==> config.mk <==
export PLATFORM = sky130hd
export DESIGN_NAME = idu_ctrl_pipe_flat
export DESIGN_NICKNAME = d
export VERILOG_FILES = /design/src/rtl/idu_ctrl_pipe_if.sv /design/src/rtl/idu_ctrl_pipe.sv /design/src/flat_wrapper.sv
export SDC_FILE = /design/constraint.sdc
export NUM_CORES = 1
export LEC_CHECK = 0
export CAP_MARGIN = 5
export CORE_ASPECT_RATIO = 0.5
export CORE_UTILIZATION = 47
export DETAILED_ROUTE_END_ITERATION = 10
export PLACE_DENSITY = 0.77
export SYNTH_ARGS = -nofsm -noshare
export SYNTH_HDL_FRONTEND = slang
export SYNTH_SLANG_ARGS = --single-unit
export TNS_END_PERCENT = 100
==> constraint.sdc <==
create_clock -name clk -period 2.1 [get_ports clk]
set_input_delay 0.42 -clock clk [delete_from_list [all_inputs] [get_ports clk]]
set_output_delay 0.42 -clock clk [all_outputs]
set_load 0.05 [all_outputs]
==> src/rtl/idu_ctrl_pipe_if.sv <==
// Handshake bundle between IFU, the decode control pipe and EXU.
// master drives instructions in and accepts control bundles out.
interface idu_ctrl_pipe_if #(
    parameter int PC_W = 64
);
    logic            in_valid;
    logic            in_ready;
    logic [31:0]     in_inst;
    logic [PC_W-1:0] in_pc;
    logic            out_valid;
    logic            out_ready;
    logic [PC_W-1:0] out_pc;
    logic [4:0]      out_rd;
    logic [4:0]      out_rs1;
    logic [4:0]      out_rs2;
    logic [3:0]      out_aluct;
    logic [2:0]      out_extop;
    logic            out_regwr;
    logic            out_alu_asr;
    logic [1:0]      out_alu_bsr;
    logic [3:0]      out_branch;
    logic            out_memrd;
    logic            out_memwr;
    logic [2:0]      out_memop;
    logic            out_word;
    logic            out_ebreak;
    logic            out_illegal;

    modport master (
        output in_valid, in_inst, in_pc, out_ready,
        input  in_ready, out_valid, out_pc, out_rd, out_rs1, out_rs2,
        input  out_aluct, out_extop, out_regwr, out_alu_asr, out_alu_bsr,
        input  out_branch, out_memrd, out_memwr, out_memop, out_word,
        input  out_ebreak, out_illegal
    );

    modport slave (
        input  in_valid, in_inst, in_pc, out_ready,
        output in_ready, out_valid, out_pc, out_rd, out_rs1, out_rs2,
        output out_aluct, out_extop, out_regwr, out_alu_asr, out_alu_bsr,
        output out_branch, out_memrd, out_memwr, out_memop, out_word,
        output out_ebreak, out_illegal
    );
endinterface

==> src/rtl/idu_ctrl_pipe.sv <==
// RV32I/RV64I control decoder with a 2-entry output buffer.
// One cycle of latency, full throughput while downstream is ready.
module idu_ctrl_pipe #(
    parameter int XLEN = 64,
    parameter int PC_W = 64
) (
    input  logic clk,
    input  logic rst_n,
    input  logic flush,
    idu_ctrl_pipe_if.slave bus
);
    localparam logic [3:0] A_ADD = 4'd0, A_PB = 4'd1, A_SUB = 4'd2;
    localparam logic [3:0] A_SLL = 4'd3, A_SRL = 4'd4, A_SRA = 4'd5;
    localparam logic [3:0] A_XOR = 4'd6, A_OR = 4'd7, A_AND = 4'd8;
    localparam logic [3:0] A_SLT = 4'd9, A_SLTU = 4'd10;
    localparam logic [2:0] E_R = 3'd1, E_I = 3'd2, E_S = 3'd3;
    localparam logic [2:0] E_B = 3'd4, E_U = 3'd5, E_J = 3'd6;
    localparam bit RV64 = (XLEN == 64);

    typedef struct packed {
        logic [PC_W-1:0] pc;
        logic [4:0]      rd;
        logic [4:0]      rs1;
        logic [4:0]      rs2;
        logic [3:0]      aluct;
        logic [2:0]      extop;
        logic            regwr;
        logic            asr;
        logic [1:0]      bsr;
        logic [3:0]      branch;
        logic            memrd;
        logic            memwr;
        logic [2:0]      memop;
        logic            word;
        logic            ebreak;
        logic            illegal;
    } ent_t;

    function automatic logic [3:0] alu_of(input logic [2:0] f3, input logic alt);
        unique case (f3)
            3'b000: alu_of = alt ? A_SUB : A_ADD;
            3'b001: alu_of = A_SLL;
            3'b010: alu_of = A_SLT;
            3'b011: alu_of = A_SLTU;
            3'b100: alu_of = A_XOR;
            3'b101: alu_of = alt ? A_SRA : A_SRL;
            3'b110: alu_of = A_OR;
            default: alu_of = A_AND;
        endcase
    endfunction

    logic [31:0] inst;
    logic [6:0]  opc;
    logic [2:0]  f3;
    logic        f7z, f7a, shz, sha, ok;
    ent_t        dec;

    assign inst = bus.in_inst;
    assign opc  = inst[6:0];
    assign f3   = inst[14:12];
    assign f7z  = (inst[31:25] == 7'b0000000);
    assign f7a  = (inst[31:25] == 7'b0100000);
    // RV64 shift-immediates carry a 6-bit shamt, so only inst[31:26] is funct
    assign shz  = RV64 ? (inst[31:26] == 6'b000000) : f7z;
    assign sha  = RV64 ? (inst[31:26] == 6'b010000) : f7a;

    always_comb begin
        dec     = '0;
        ok      = 1'b0;
        dec.pc  = bus.in_pc;
        dec.rd  = inst[11:7];
        dec.rs1 = inst[19:15];
        dec.rs2 = inst[24:20];
        unique case (opc)
            7'b0110111: begin
                ok = 1'b1; dec.aluct = A_PB; dec.extop = E_U; dec.regwr = 1'b1;
            end
            7'b0010111: begin
                ok = 1'b1; dec.extop = E_U; dec.regwr = 1'b1;
            end
            7'b1101111: begin
                ok = 1'b1; dec.extop = E_J; dec.regwr = 1'b1;
                dec.bsr = 2'd2; dec.branch = 4'd1;
            end
            7'b1100111: begin
                ok = (f3 == 3'b000); dec.extop = E_I; dec.regwr = 1'b1;
                dec.bsr = 2'd2; dec.branch = 4'd2;
            end
            7'b1100011: begin
                ok = (f3[2:1] != 2'b01); dec.aluct = A_SUB; dec.extop = E_B;
                dec.asr = 1'b1; dec.bsr = 2'd1; dec.branch = {1'b1, f3};
            end
            7'b0000011: begin
                ok = (f3 != 3'b111) && (RV64 || (f3 != 3'b011 && f3 != 3'b110));
                dec.extop = E_I; dec.asr = 1'b1; dec.regwr = 1'b1;
                dec.memrd = 1'b1; dec.memop = f3;
            end
            7'b0100011: begin
                ok = !f3[2] && (RV64 || f3 != 3'b011);
                dec.extop = E_S; dec.asr = 1'b1; dec.memwr = 1'b1; dec.memop = f3;
            end
            7'b0010011: begin
                ok = (f3 == 3'b001) ? shz : (f3 == 3'b101) ? (shz || sha) : 1'b1;
                dec.aluct = alu_of(f3, f3 == 3'b101 && sha);
                dec.extop = E_I; dec.asr = 1'b1; dec.regwr = 1'b1;
            end
            7'b0110011: begin
                ok = f7z || (f7a && (f3 == 3'b000 || f3 == 3'b101));
                dec.aluct = alu_of(f3, f7a);
                dec.extop = E_R; dec.asr = 1'b1; dec.bsr = 2'd1; dec.regwr = 1'b1;
            end
            7'b0011011: begin
                ok = RV64 && (f3 == 3'b000 || (f3 == 3'b001 && f7z)
                              || (f3 == 3'b101 && (f7z || f7a)));
                dec.aluct = alu_of(f3, f3 == 3'b101 && f7a);
                dec.extop = E_I; dec.asr = 1'b1; dec.regwr = 1'b1; dec.word = 1'b1;
            end
            7'b0111011: begin
                ok = RV64 && (f3 == 3'b000 || f3 == 3'b001 || f3 == 3'b101)
                     && (f7z || (f7a && f3 != 3'b001));
                dec.aluct = alu_of(f3, f7a);
                dec.extop = E_R; dec.asr = 1'b1; dec.bsr = 2'd1;
                dec.regwr = 1'b1; dec.word = 1'b1;
            end
            7'b1110011: begin
                ok = (inst == 32'h0010_0073); dec.ebreak = ok;
            end
            default: ok = 1'b0;
        endcase
        if (!ok) begin
            dec.aluct   = '0;
            dec.extop   = '0;
            dec.regwr   = 1'b0;
            dec.asr     = 1'b0;
            dec.bsr     = '0;
            dec.branch  = '0;
            dec.memrd   = 1'b0;
            dec.memwr   = 1'b0;
            dec.memop   = '0;
            dec.word    = 1'b0;
            dec.ebreak  = 1'b0;
            dec.illegal = 1'b1;
        end
    end

    ent_t       mem_q [2];
    logic [1:0] cnt_q, cnt_d;
    logic       wr_q, wr_d, rd_q, rd_d;
    logic       push, pop;
    ent_t       head;

    assign bus.in_ready  = rst_n && (cnt_q != 2'd2);
    assign bus.out_valid = (cnt_q != 2'd0);
    assign push = bus.in_valid && bus.in_ready && !flush;
    assign pop  = bus.out_valid && bus.out_ready;

    always_comb begin
        cnt_d = cnt_q;
        wr_d  = wr_q;
        rd_d  = rd_q;
        if (flush) begin
            cnt_d = 2'd0;
            wr_d  = 1'b0;
            rd_d  = 1'b0;
        end else begin
            wr_d  = wr_q ^ push;
            rd_d  = rd_q ^ pop;
            cnt_d = cnt_q + 2'(push) - 2'(pop);
        end
    end

    always_ff @(posedge clk or negedge rst_n) begin
        if (!rst_n) begin
            cnt_q    <= 2'd0;
            wr_q     <= 1'b0;
            rd_q     <= 1'b0;
            mem_q[0] <= '0;
            mem_q[1] <= '0;
        end else begin
            cnt_q <= cnt_d;
            wr_q  <= wr_d;
            rd_q  <= rd_d;
            if (push) mem_q[wr_q] <= dec;
        end
    end

    assign head            = mem_q[rd_q];
    assign bus.out_pc      = head.pc;
    assign bus.out_rd      = head.rd;
    assign bus.out_rs1     = head.rs1;
    assign bus.out_rs2     = head.rs2;
    assign bus.out_aluct   = head.aluct;
    assign bus.out_extop   = head.extop;
    assign bus.out_regwr   = head.regwr;
    assign bus.out_alu_asr = head.asr;
    assign bus.out_alu_bsr = head.bsr;
    assign bus.out_branch  = head.branch;
    assign bus.out_memrd   = head.memrd;
    assign bus.out_memwr   = head.memwr;
    assign bus.out_memop   = head.memop;
    assign bus.out_word    = head.word;
    assign bus.out_ebreak  = head.ebreak;
    assign bus.out_illegal = head.illegal;
endmodule

==> src/flat_wrapper.sv <==
// flat-port wrapper written by rule: the top's interface ports become plain ports
module idu_ctrl_pipe_flat 
#(
    parameter int XLEN = 64,
    parameter int PC_W = 64
)
  (clk, rst_n, flush, bus_in_valid, bus_in_inst, bus_in_pc, bus_out_ready, bus_in_ready, bus_out_valid, bus_out_pc, bus_out_rd, bus_out_rs1, bus_out_rs2, bus_out_aluct, bus_out_extop, bus_out_regwr, bus_out_alu_asr, bus_out_alu_bsr, bus_out_branch, bus_out_memrd, bus_out_memwr, bus_out_memop, bus_out_word, bus_out_ebreak, bus_out_illegal);
  idu_ctrl_pipe_if #(.PC_W(PC_W)) bus_i ();
  input  logic clk;
  input  logic rst_n;
  input  logic flush;
  input wire logic [$bits(bus_i.in_valid)-1:0] bus_in_valid;
  input wire logic [$bits(bus_i.in_inst)-1:0] bus_in_inst;
  input wire logic [$bits(bus_i.in_pc)-1:0] bus_in_pc;
  input wire logic [$bits(bus_i.out_ready)-1:0] bus_out_ready;
  output wire logic [$bits(bus_i.in_ready)-1:0] bus_in_ready;
  output wire logic [$bits(bus_i.out_valid)-1:0] bus_out_valid;
  output wire logic [$bits(bus_i.out_pc)-1:0] bus_out_pc;
  output wire logic [$bits(bus_i.out_rd)-1:0] bus_out_rd;
  output wire logic [$bits(bus_i.out_rs1)-1:0] bus_out_rs1;
  output wire logic [$bits(bus_i.out_rs2)-1:0] bus_out_rs2;
  output wire logic [$bits(bus_i.out_aluct)-1:0] bus_out_aluct;
  output wire logic [$bits(bus_i.out_extop)-1:0] bus_out_extop;
  output wire logic [$bits(bus_i.out_regwr)-1:0] bus_out_regwr;
  output wire logic [$bits(bus_i.out_alu_asr)-1:0] bus_out_alu_asr;
  output wire logic [$bits(bus_i.out_alu_bsr)-1:0] bus_out_alu_bsr;
  output wire logic [$bits(bus_i.out_branch)-1:0] bus_out_branch;
  output wire logic [$bits(bus_i.out_memrd)-1:0] bus_out_memrd;
  output wire logic [$bits(bus_i.out_memwr)-1:0] bus_out_memwr;
  output wire logic [$bits(bus_i.out_memop)-1:0] bus_out_memop;
  output wire logic [$bits(bus_i.out_word)-1:0] bus_out_word;
  output wire logic [$bits(bus_i.out_ebreak)-1:0] bus_out_ebreak;
  output wire logic [$bits(bus_i.out_illegal)-1:0] bus_out_illegal;
  assign bus_i.in_valid = bus_in_valid;
  assign bus_i.in_inst = bus_in_inst;
  assign bus_i.in_pc = bus_in_pc;
  assign bus_i.out_ready = bus_out_ready;
  assign bus_in_ready = bus_i.in_ready;
  assign bus_out_valid = bus_i.out_valid;
  assign bus_out_pc = bus_i.out_pc;
  assign bus_out_rd = bus_i.out_rd;
  assign bus_out_rs1 = bus_i.out_rs1;
  assign bus_out_rs2 = bus_i.out_rs2;
  assign bus_out_aluct = bus_i.out_aluct;
  assign bus_out_extop = bus_i.out_extop;
  assign bus_out_regwr = bus_i.out_regwr;
  assign bus_out_alu_asr = bus_i.out_alu_asr;
  assign bus_out_alu_bsr = bus_i.out_alu_bsr;
  assign bus_out_branch = bus_i.out_branch;
  assign bus_out_memrd = bus_i.out_memrd;
  assign bus_out_memwr = bus_i.out_memwr;
  assign bus_out_memop = bus_i.out_memop;
  assign bus_out_word = bus_i.out_word;
  assign bus_out_ebreak = bus_i.out_ebreak;
  assign bus_out_illegal = bus_i.out_illegal;
  idu_ctrl_pipe #(.XLEN(XLEN), .PC_W(PC_W)) u_core (.clk(clk), .rst_n(rst_n), .flush(flush), .bus(bus_i));
endmodule
Word level (Yosys, flattened, before mapping) --
Cells that the tools add are included.
Word-level totals: bits in registers 208, output and inout port bits 104
Operators by class: equality and inequality tests 25, reduce and logical (&&, ||, !) cells 37, bitwise gates (word level) 4, multiplexer cells 33, order comparisons 3, $add $sub $neg 2
Operators by type and width (number):
- $mux 102 | 4
- $bwmux 204 | 1
- $demux 102 s1 | 1
- $pmux 4 s7 | 3
- $eq 7x6->1 const B | 5
- $eq 32x21->1 const B | 1
- $eq 7x7->1 const B | 4
- $mux 23 | 1
- $eq 7x5->1 const B | 3
- $pmux 4 s5 | 1
- $pmux 3 s6 | 1
- $mux 1 | 13
- $logic_and 1x1->1 | 12
- $pmux 4 s3 | 1
- $pmux 1 s10 | 1
- $reduce_or 2->1 | 5
- $eq 3x3->1 const B | 3
- $logic_or 1x1->1 | 9
- $reduce_or 9->1 | 1
- $mux 2 | 4
- $eq 7x2->1 const B | 1
- $logic_not 7->1 | 1
- $reduce_or 7->1 | 1
- $eq 3x2->1 const B | 2
- other kinds (20) | 25

Logic depth before layout (Yosys ltp) --
depth after elaboration 7, gate-level depth with buffers 8, gate-level depth less buffers 8

Worst setup path after synthesis --
OpenSTA, ideal clock, no wires.
kind input -> register, start input port rst_n, end register u_core.mem_q[150] in the netlist's numbering, setup slack -1155 ps, cell stages on the path 6, data required time 1975 ps, data arrival time 3131 ps, buffers on the path 2, setup time 125 ps, cell sequence a21boi_0 > and3b_1 > ha_1 > clkbuf_1 > buf_1 > mux2_2
Between the ends: word-level cells in the longest chain between the ends 3
RTL lines:
- start: declaration | line flat_wrapper.sv:10 | input logic rst_n;
- $logic_and 1x1->1 | line idu_ctrl_pipe.sv:152 | assign bus.in_ready = rst_n && (cnt_q != 2'd2);
- $logic_and 1x1->1 (2 in a row) | line idu_ctrl_pipe.sv:154 | assign push = bus.in_valid && bus.in_ready && !flush;
- end: declaration | line idu_ctrl_pipe.sv:146 | ent_t mem_q [2];
Every way passes these cells. A chain may end at the register's enable or synchronous reset.

Final worst setup path --
start register u_core.rd_q, end output port bus_out_pc[59]
Between the ends: word-level cells in the longest chain between the ends 4
RTL lines:
- start: declaration | line idu_ctrl_pipe.sv:148 | logic wr_q, wr_d, rd_q, rd_d;
- start signal: assignment | line idu_ctrl_pipe.sv:182 | rd_q <= rd_d;
- $not 1->2 (not written as such) | line idu_ctrl_pipe.sv:187 | assign head = mem_q[rd_q];
- $mux 102 (not written as such) (3 in a row) | line idu_ctrl_pipe.sv:187
- end: declaration | line flat_wrapper.sv:18 | output wire logic [$bits(bus_i.out_pc)-1:0] bus_out_pc;
Every way passes these cells. The select of a mux whose other input is x is not followed.

==> flow_summary.json <==
{
  "cts_buffer_depth": 3,
  "place_ws_ps": -544,
  "ys_warn_count": 0,
  "path_depth": 4,
  "clockRootBuffer": "clkbuf_16",
  "drtIter0Drc": 342,
  "rows": 36,
  "nets": 1114,
  "cp-endpoint": "bus_out_pc[59]",
  "cp.arrival_ps": 1820,
  "wl_met1_um": 10800,
  "drc": 0,
  "fin_crit_sh_pct": 106,
  "place_congestion": 0.872,
  "setup_viol": 101,
  "final_common_cell": "mux2_2",
  "path_class": "reg2out",
  "worst-r2r-setup-slack_ps": 120,
  "vdd_ir_drop_max_mv": 0.874,
  "failed_checks": "setup timing",
  "vias": 6894,
  "ios": 205,
  "wl_met2_um": 12500,
  "clk_latency_ps": 500,
  "synth_cells": 735,
  "path_delay_family": "flip-flops",
  "hold_viol_final": 0,
  "core_um2": 19900,
  "startpoint_type": "flop",
  "cts_tree": "yes",
  "worstPathMaxFanout": 12,
  "die_y_um": 104,
  "initial_utilization_pct": 49.1,
  "synth_cell_types": 57,
  "syn-cell-area_um2": 9780,
  "required_ps": 1680,
  "finalWirelength_um": 25000,
  "stdcell_count": 1289,
  "antenna_found_initial": 0,
  "skew_ps": 7.48,
  "dr.pass1.iters": 4,
  "crit_buf_inv": 3,
  "max_stage_delay_ps": 510,
  "fp.dieW_um": 206,
  "vias_per_cell": 5.35,
  "rsz0062_at_grt": "true",
  "slowest_stage": "dfrtp_4",
  "end_kind": "output port",
  "grt_pass1_wl_um": 39900,
  "place_inst": 1232,
  "ant_nets": 0,
  "whs_ps": 66.1,
  "grt_pass1_vias": 7590,
  "clk_pin_slew_ps": 60,
  "areaGrowthSynthToFinish_pct": 45.0,
  "grt_use_total_pct": 23.4,
  "htreeDepth": 1,
  "numPortBuffers": 204,
  "synth_edf_count": 0,
  "insertedDiodeCount": 0,
  "status": "complete, but fails checks",
  "relSlewSlack_pct": 40.9,
  "clock-sinks": 208,
  "synth_top_area_share_pct": 53.2,
  "cts_buffers": 20,
  "post-synth-top-area-cell": "dfrtp_1",
  "async_reset_ff_share_pct": 100,
  "p_per_area_nw_per_um2": 1340,
  "ys.flop_type": "dfrtp_1",
  "finish.utilization_pct": 71.2,
  "hold_path_class": "in2async",
  "gr-total-overflow": 0,
  "avgSynthCellArea_um2": 13.3,
  "place_hpwl_um": 15800,
  "reg2reg_to": "u_core.mem_q[3]$_DFFE_PN0P_",
  "tightest_slew_ps": 886,
  "syn_nets": 840,
  "drv_cap": 0,
  "layout_common_cells": "mux2_2 (252), dfrtp_1 (207), clkdlybuf4s50_1 (94), buf_6 (88), buf_4 (69)",
  "fmax_mhz": 447,
  "setup_slack_ps": -135,
  "ff2ff_path_depth": 7,
  "period_minus_slack_ps": 2240,
  "path_cells": "buf_12 -> buf_16 -> mux2_4 -> buf_8",
  "ys_seq_area_share_pct": 53.2,
  "p_leak_uw": 0.00639,
  "synth_seq_cells": 208,
  "grt_max_degree": 139,
  "finalSetupTns_ps": -10310,
  "dr_wl_met3_um": 1160,
  "r2r-start": "u_core.cnt_q[1]$_DFF_PN0_",
  "crit_start": "u_core.rd_q$_DFF_PN0_",
  "topRoutingLayerUsed": "met4",
  "wl_per_cell_um": 19.4,
  "layout-drive-gt1-share_pct": 53.0,
  "dieArea_um2": 21400,
  "slew_viol_final": 0,
  "synth_area_leaders": "dfrtp_1 (53%), mux2_2 (30%), nor2b_1 (1.5%), a31o_1 (1.4%), clkbuf_1 (1.3%)"
}
[worst min-delay path by stage]
stage | endpoint | slack, ps | depth (start not counted)
CTS | u_core.mem_q[189]$_DFFE_PN0P_ | 100 | 2
global route | u_core.mem_q[189]$_DFFE_PN0P_ | 110 | 2
global placement | u_core.mem_q[2]$_DFFE_PN0P_ | 480 | 2
detailed placement | u_core.mem_q[101]$_DFFE_PN0P_ | 490 | 1
finish | u_core.mem_q[189]$_DFFE_PN0P_ | 70 | 2
floorplan | u_core.cnt_q[0]$_DFF_PN0_ | 120 | 0
[kinds of logic (layout without fill, tap and decap cells)]
family | Yosys count | after routing | share of synthesized area, %
multiplexers | 263 | 263 | 30.3
AND/OR/NAND/NOR | 117 | 119 | 7.19
adder cells (fa/ha/maj) | 4 | 4 | 0.512
AO/OA/AOI/OAI | 71 | 71 | 5.50
buffers and inverters | 68 | 354 | 2.97
flip-flops | 208 | 208 | 53.2
XOR/XNOR | 4 | 4 | 0.358
[power by group]
group          internal (uW)  total [uW]  switching [uW]
Clock                   2010        3580            1570
Combinational           4360        9570            5200
Sequential              5250        5890             632
[worst register-to-register path, delay by kind of cell (launching register included)]
family | cells | cell delay (ps)
simple gates | 2 | 440
flops | 1 | 430
buf+inv | 2 | 440
compound gates | 2 | 350
fa+ha+maj | 1 | 240
[cells in the mapped netlist, drive strengths merged (6+ instances only)]
library cell,number
inv,18
dfrtp,208
nand2,17
clkbuf,33
a21oi,6
mux2,262
nor2,17
nor4,7
o21ai,21
nand2b,8
buf,17
nand3,18
nor2b,24
a31o,17
[final cells by class]
| type | instances | area (um^2) |
|---|---|---|
| fill | 1347 | 5720 |
| sequential | 208 | 5210 |
| multi-input combinational | 461 | 4550 |
| timing repair buffer | 300 | 3370 |
| clock buffer | 27 | 598 |
| tap | 266 | 333 |
| inverter | 18 | 67.6 |
| clock inverter | 9 | 53.8 |
[registers in the layout, indices dropped and copies added, names as in the netlist]
name          cells
u_core.rd_q       1
u_core.wr_q       1
u_core.mem_q    204
u_core.cnt_q      2
[metal layers]
metal  GRT usage (%)  vias to the layer above
li1                -                     3202
met1            29.8                     3498
met2            40.6                      152
met3            4.67                       42
met4            5.72                        0
met5               0                        -
[through the flow]
stage | power [uW] | cell area (um^2)
2_1_floorplan | 11500 | 9850
3_3_place_gp | 13900 | 12500
3_5_place_dp | 14100 | 12500
4_1_cts | 18900 | 13900
5_1_grt | 19900 | 14200
6_report | 19000 | 14200
[timing repair]
action	CTS	global route
hold buffers	0	0
cloned	6	4
endpoints found under the setup margin	109	125
buffers inserted	8	3
resized for setup	129	44
pin swaps	2	13
Note: power is estimated with default switching activity, not from simulation.
